[config.mk]
export PLATFORM = sky130hd
export DESIGN_NAME = lifo_unloader
export DESIGN_NICKNAME = d
export VERILOG_FILES = /design/src/rtl/lifo_unloader_pkg.sv /design/src/rtl/lifo_unloader_chksum.sv /design/src/rtl/lifo_unloader.sv
export SDC_FILE = /design/constraint.sdc
export NUM_CORES = 1
export LEC_CHECK = 0
export ABC_AREA = 1
export CELL_PAD_IN_SITES_DETAIL_PLACEMENT = 1
export CELL_PAD_IN_SITES_GLOBAL_PLACEMENT = 1
export CORE_MARGIN = 4
export CORE_UTILIZATION = 35
export CTS_BUF_LIST = sky130_fd_sc_hd__clkbuf_4 sky130_fd_sc_hd__clkbuf_8
export DETAILED_ROUTE_END_ITERATION = 8
export PLACE_DENSITY_LB_ADDON = 0.1
export SETUP_SLACK_MARGIN = 0.05
export SKIP_CTS_REPAIR_TIMING = 1
export SYNTH_ARGS = -nofsm -noshare
export SYNTH_HDL_FRONTEND = slang
export SYNTH_SLANG_ARGS = --single-unit
[constraint.sdc]
create_clock -name clk -period 1.55 [get_ports clk]
set_input_delay 0.31 -clock clk [delete_from_list [all_inputs] [get_ports clk]]
set_output_delay 0.31 -clock clk [all_outputs]
set_load 0.005 [all_outputs]
[src/rtl/lifo_unloader_pkg.sv]
// lifo_unloader_pkg: shared state encoding and constants for the LIFO drain stage.
package lifo_unloader_pkg;
   typedef enum logic [2:0] {IDLE, POP, CAPT, HOLD, CHK, FIN} state_t;
   localparam int DATA_W_DEF = 8;
   localparam int CHK_INIT = 0;
endpackage

[src/rtl/lifo_unloader_chksum.sv]
// lifo_unloader_chksum: byte-sum accumulator, cleared on start, carries discarded.
module lifo_unloader_chksum
   import lifo_unloader_pkg::*;
#(
   parameter int DATA_W = DATA_W_DEF
) (
   input  logic              clk,
   input  logic              rst,
   input  logic              clr,
   input  logic              en,
   input  logic [DATA_W-1:0] d,
   output logic [DATA_W-1:0] sum
);
   always_ff @(posedge clk)
      sum <= (rst || clr) ? DATA_W'(CHK_INIT) : en ? sum + d : sum;
endmodule

[src/rtl/lifo_unloader.sv]
// lifo_unloader: pops up to MAX_LEN bytes off the LIFO stack onto a valid/ready stream.
// Define LIFO_UNLOADER_CHKSUM_EN to append a byte-sum beat carrying m_last.
module lifo_unloader
   import lifo_unloader_pkg::*;
#(
   parameter int DATA_W  = DATA_W_DEF,
   parameter int MAX_LEN = 8,
   parameter int CNT_W   = $clog2(MAX_LEN + 1)
) (
   input  logic              clk,
   input  logic              rst,
   input  logic              start,
   output logic              busy,
   output logic              done,
   output logic [CNT_W-1:0]  cnt,
   output logic              stk_rd,
   input  logic              stk_empty,
   input  logic [DATA_W-1:0] stk_data,
   output logic [DATA_W-1:0] m_data,
   output logic              m_valid,
   input  logic              m_ready,
   output logic              m_last
);
   state_t state;
   logic last_q;
   logic at_end;
   logic [DATA_W-1:0] sum;
`ifdef LIFO_UNLOADER_CHKSUM_EN
   localparam bit CHK_EN = 1'b1;
   lifo_unloader_chksum #(.DATA_W(DATA_W)) u_chksum (
      .clk(clk),
      .rst(rst),
      .clr(start && state == IDLE),
      .en(state == CAPT),
      .d(stk_data),
      .sum(sum)
   );
`else
   localparam bit CHK_EN = 1'b0;
   assign sum = '0;
`endif
   // stk_empty already reflects the pop issued in POP when sampled in CAPT
   assign at_end = stk_empty || (cnt + CNT_W'(1) == CNT_W'(MAX_LEN));
   always_ff @(posedge clk)
      if (rst) begin
         state   <= IDLE;
         busy    <= 1'b0;
         done    <= 1'b0;
         cnt     <= '0;
         stk_rd  <= 1'b0;
         m_valid <= 1'b0;
         m_last  <= 1'b0;
         m_data  <= '0;
         last_q  <= 1'b0;
      end else begin
         done   <= 1'b0;
         stk_rd <= 1'b0;
         case (state)
            IDLE: if (start) begin
               busy <= 1'b1;
               cnt  <= '0;
               if (!stk_empty) begin
                  state  <= POP;
                  stk_rd <= 1'b1;
               end else if (CHK_EN) begin
                  state   <= CHK;
                  m_data  <= DATA_W'(CHK_INIT);
                  m_valid <= 1'b1;
                  m_last  <= 1'b1;
               end else begin
                  state <= FIN;
                  done  <= 1'b1;
               end
            end
            POP: state <= CAPT;
            CAPT: begin
               m_data  <= stk_data;
               m_valid <= 1'b1;
               m_last  <= !CHK_EN && at_end;
               last_q  <= at_end;
               cnt     <= cnt + CNT_W'(1);
               state   <= HOLD;
            end
            HOLD: if (m_ready) begin
               m_valid <= 1'b0;
               m_last  <= 1'b0;
               if (!last_q) begin
                  state  <= POP;
                  stk_rd <= 1'b1;
               end else if (CHK_EN) begin
                  state   <= CHK;
                  m_data  <= sum;
                  m_valid <= 1'b1;
                  m_last  <= 1'b1;
               end else begin
                  state <= FIN;
                  done  <= 1'b1;
               end
            end
            CHK: if (m_ready) begin
               m_valid <= 1'b0;
               m_last  <= 1'b0;
               state   <= FIN;
               done    <= 1'b1;
            end
            FIN: begin
               busy  <= 1'b0;
               state <= IDLE;
            end
            default: state <= IDLE;
         endcase
      end
endmodule

==> key figures <==
Synthesis
  – Net Count, Synth: 138
  – Synth Cell Area: 933 sq um
  – Cells after Synth: 124
  – Netlist cell types: 23
  – Yosys warnings: 0
  – Sequential area share after synthesis: about 45%
  – Mean Syn Cell Area: between 7 and 8 sq um
  – Yosys reg bits: 21

CTS
  – CTS sink cnt: 21
  – H-tree level count: 1
  – CTS Buf Count: 3
  – Clock Path Buffers: 2
  – CTS tree: done
  – CTS root buf: clkbuf_4
  – Worst-path clk slew: roughly 0.12 ns
  – Clock latency on the worst-skew pair: 0.30 ns

Placed design
  – Gpl congestion: 0.896
  – PortBufs: 29
  – Final HPWL DP: around 1.9 mm

Critical path
  – Worst Path Required: ~1.2 ns
  – CP startpoint kind: flop
  – Crit path kind: flop to primary output
  – Crit. End Element: primary output
  – Crit path buf inv count: 1
  – CP Cell Sequence: clkdlybuf4s50_1
  – CP max-delay cell: clkdlybuf4s50_1
  – Crit path max-delay family: buffers and inverters
  – Worst Path Max Fanout: 5
  – Worst Path Arrival: 1.18 ns
  – CP peak stage delay: 0.50 ns

GRT
  – Largest net degree at the start of global routing: 16
  – GRT overflow: 0
  – Global Route met3 Usage: 3.49%
  – Met1 Use GR: about 18%
  – GR Util met2: 25.3%
  – First-pass GRT wire length: 4.08 mm
  – Initial antenna violation count: 0
  – GR peak layer: met2
  – Vias in the first global route: 969
  – Total track usage: 15.1%

Timing
  – Setup violations, final: 0
  – Fin Clk Skew: 0.00525 ns
  – RSZ-0062 raised after global routing: true
  – Tmin final: roughly 1.5 ns
  – Slew Limit Fails: 0
  – Worst-margin pin slew: roughly 0.23 ns
  – Worst slew margin: 84.6%
  – Final worst path period share: 96.1%
  – Setup_tns: 0 ns
  – Final hold violation count: 0
  – F_max: 0.671 GHz

Die
  – Site Rows: 18
  – IO Pins: 30
  – Die Wd: between 50 and 60 microns
  – Die area: 3560 sq um
  – Initial Utilization: 37.3%
  – Core Region: 2500 sq um
  – Die Ht: 59.6 microns

Cells and area
  – Most common cell after layout, fill and taps aside: nand2_1
  – Layout Nets: 173
  – Most frequent cells in the layout: nand2_1, clkdlybuf4s50_1, a21oi_1, dlymetal6s2s_1
  – Final Core Density: 53.9%
  – Fillcell total: 306
  – Share of layout cells above drive strength 1: 23.4%
  – Antenna diodes: 0
  – Area Growth Syn to Fin: 44.2%
  – FF/Latch Area: around 440 sq um
  – Area of the multi-input gates: 422 sq um

Run
  – Max-Cap Viols: 0

Routing
  – Antenna-violating nets left: 0
  – Routed via count: 936
  – Residual DRC count: 0
  – DRT Pass-1 Iters: 2
  – Drt via density: 4.98
  – Wire per inst: 14.0 microns
  – Post-Route WL: 2.63 mm
  – Initial DRC Count: 14

Pwr
  – Lkg Pwr: approximately 0.74 nW
  – Pwr dens: approximately 1300 nW/um^2
  – Peak supply drop: 699 uV

Outcome
  – Status: finished, final reports clean

Min path
  – HP Class: flop to flop
[path summary, 6_finish.rpt]
| kind | startpoint | endpoint | slack (ns) | cells past startpoint |
|---|---|---|---|---|
| worst max-delay path | cnt[0] | cnt[0] | 0.06 | 1 |
| worst min-delay path | m_data[0] | m_data[0] | 0.47 | 2 |
| worst max register to register | cnt[0] | m_last | 0.29 | 8 |
| worst min register to register | m_data[0] | m_data[0] | 0.47 | 2 |
[logic make-up after synthesis]
kind of cell	Yosys count	synth area share, %
adder cells (fa/ha/maj)	1	1.34
AO/OA/AOI/OAI	21	13.0
flip-flops	21	45.0
buffers and inverters	18	9.78
AND/OR/NAND/NOR	63	30.8
[synthesized netlist by cell type, drive strengths merged]
library cell  instances  area [sq um]
a21oi                16          91.3
buf                   4          35.0
o21ai                 3          15.0
nand2                41           166
o31ai                 2          15.0
nor2                  8          35.0
nand4                 2          12.5
inv                  12          47.6
nor4                  1          6.26
dfxtp                21           420
ha                    1          12.5
nand3                11          67.6
clkbuf                1          3.75
clkinv                1          5.00
[flip-flops by register name (all words and copies together) (netlist names)]
register,cells
m_data,8
cnt,4
state,3
busy,1
done,1
last_q,1
m_last,1
m_valid,1
stk_rd,1
[through the flow]
step                hold slack (ns)  setup slack [ns]  area, sq um  power, mW  cells
floorplan                     0.453             0.512          933       1.18    124
global placement              0.453             0.215         1240       1.43    181
detailed placement            0.458             0.195         1240       1.46    181
CTS                           0.477           -0.0698         1270       1.72    185
global route                  0.490            0.0173         1350       1.86    188
finish                        0.469            0.0604         1350       1.71    188
[area by class of cell]
class                   count  share of cell area, %
clock buffers               3                   1.67
multi-input cells          85                   31.3
inverters                  13                   3.90
repair buffers             35                   27.0
clock inverters             1                  0.372
flip-flops and latches     21                   33.0
well taps                  30                   2.79
[routing by layer]
metal / wire length (microns) / vias up / share of wire (%)
met1: 1130 / 446 / 43
met2: 1340 / 19 / 51
met3: 118 / 4 / 4.5
li1: - / 467 / -
met4: 36 / 0 / 1.4
met5: 0 / - / 0
[power by group]
part           internal, mW  switching (mW)
sequential            0.660          0.0757
combinational         0.318           0.393
clock                0.0960           0.169
Note: power is estimated with default switching activity, not from simulation.
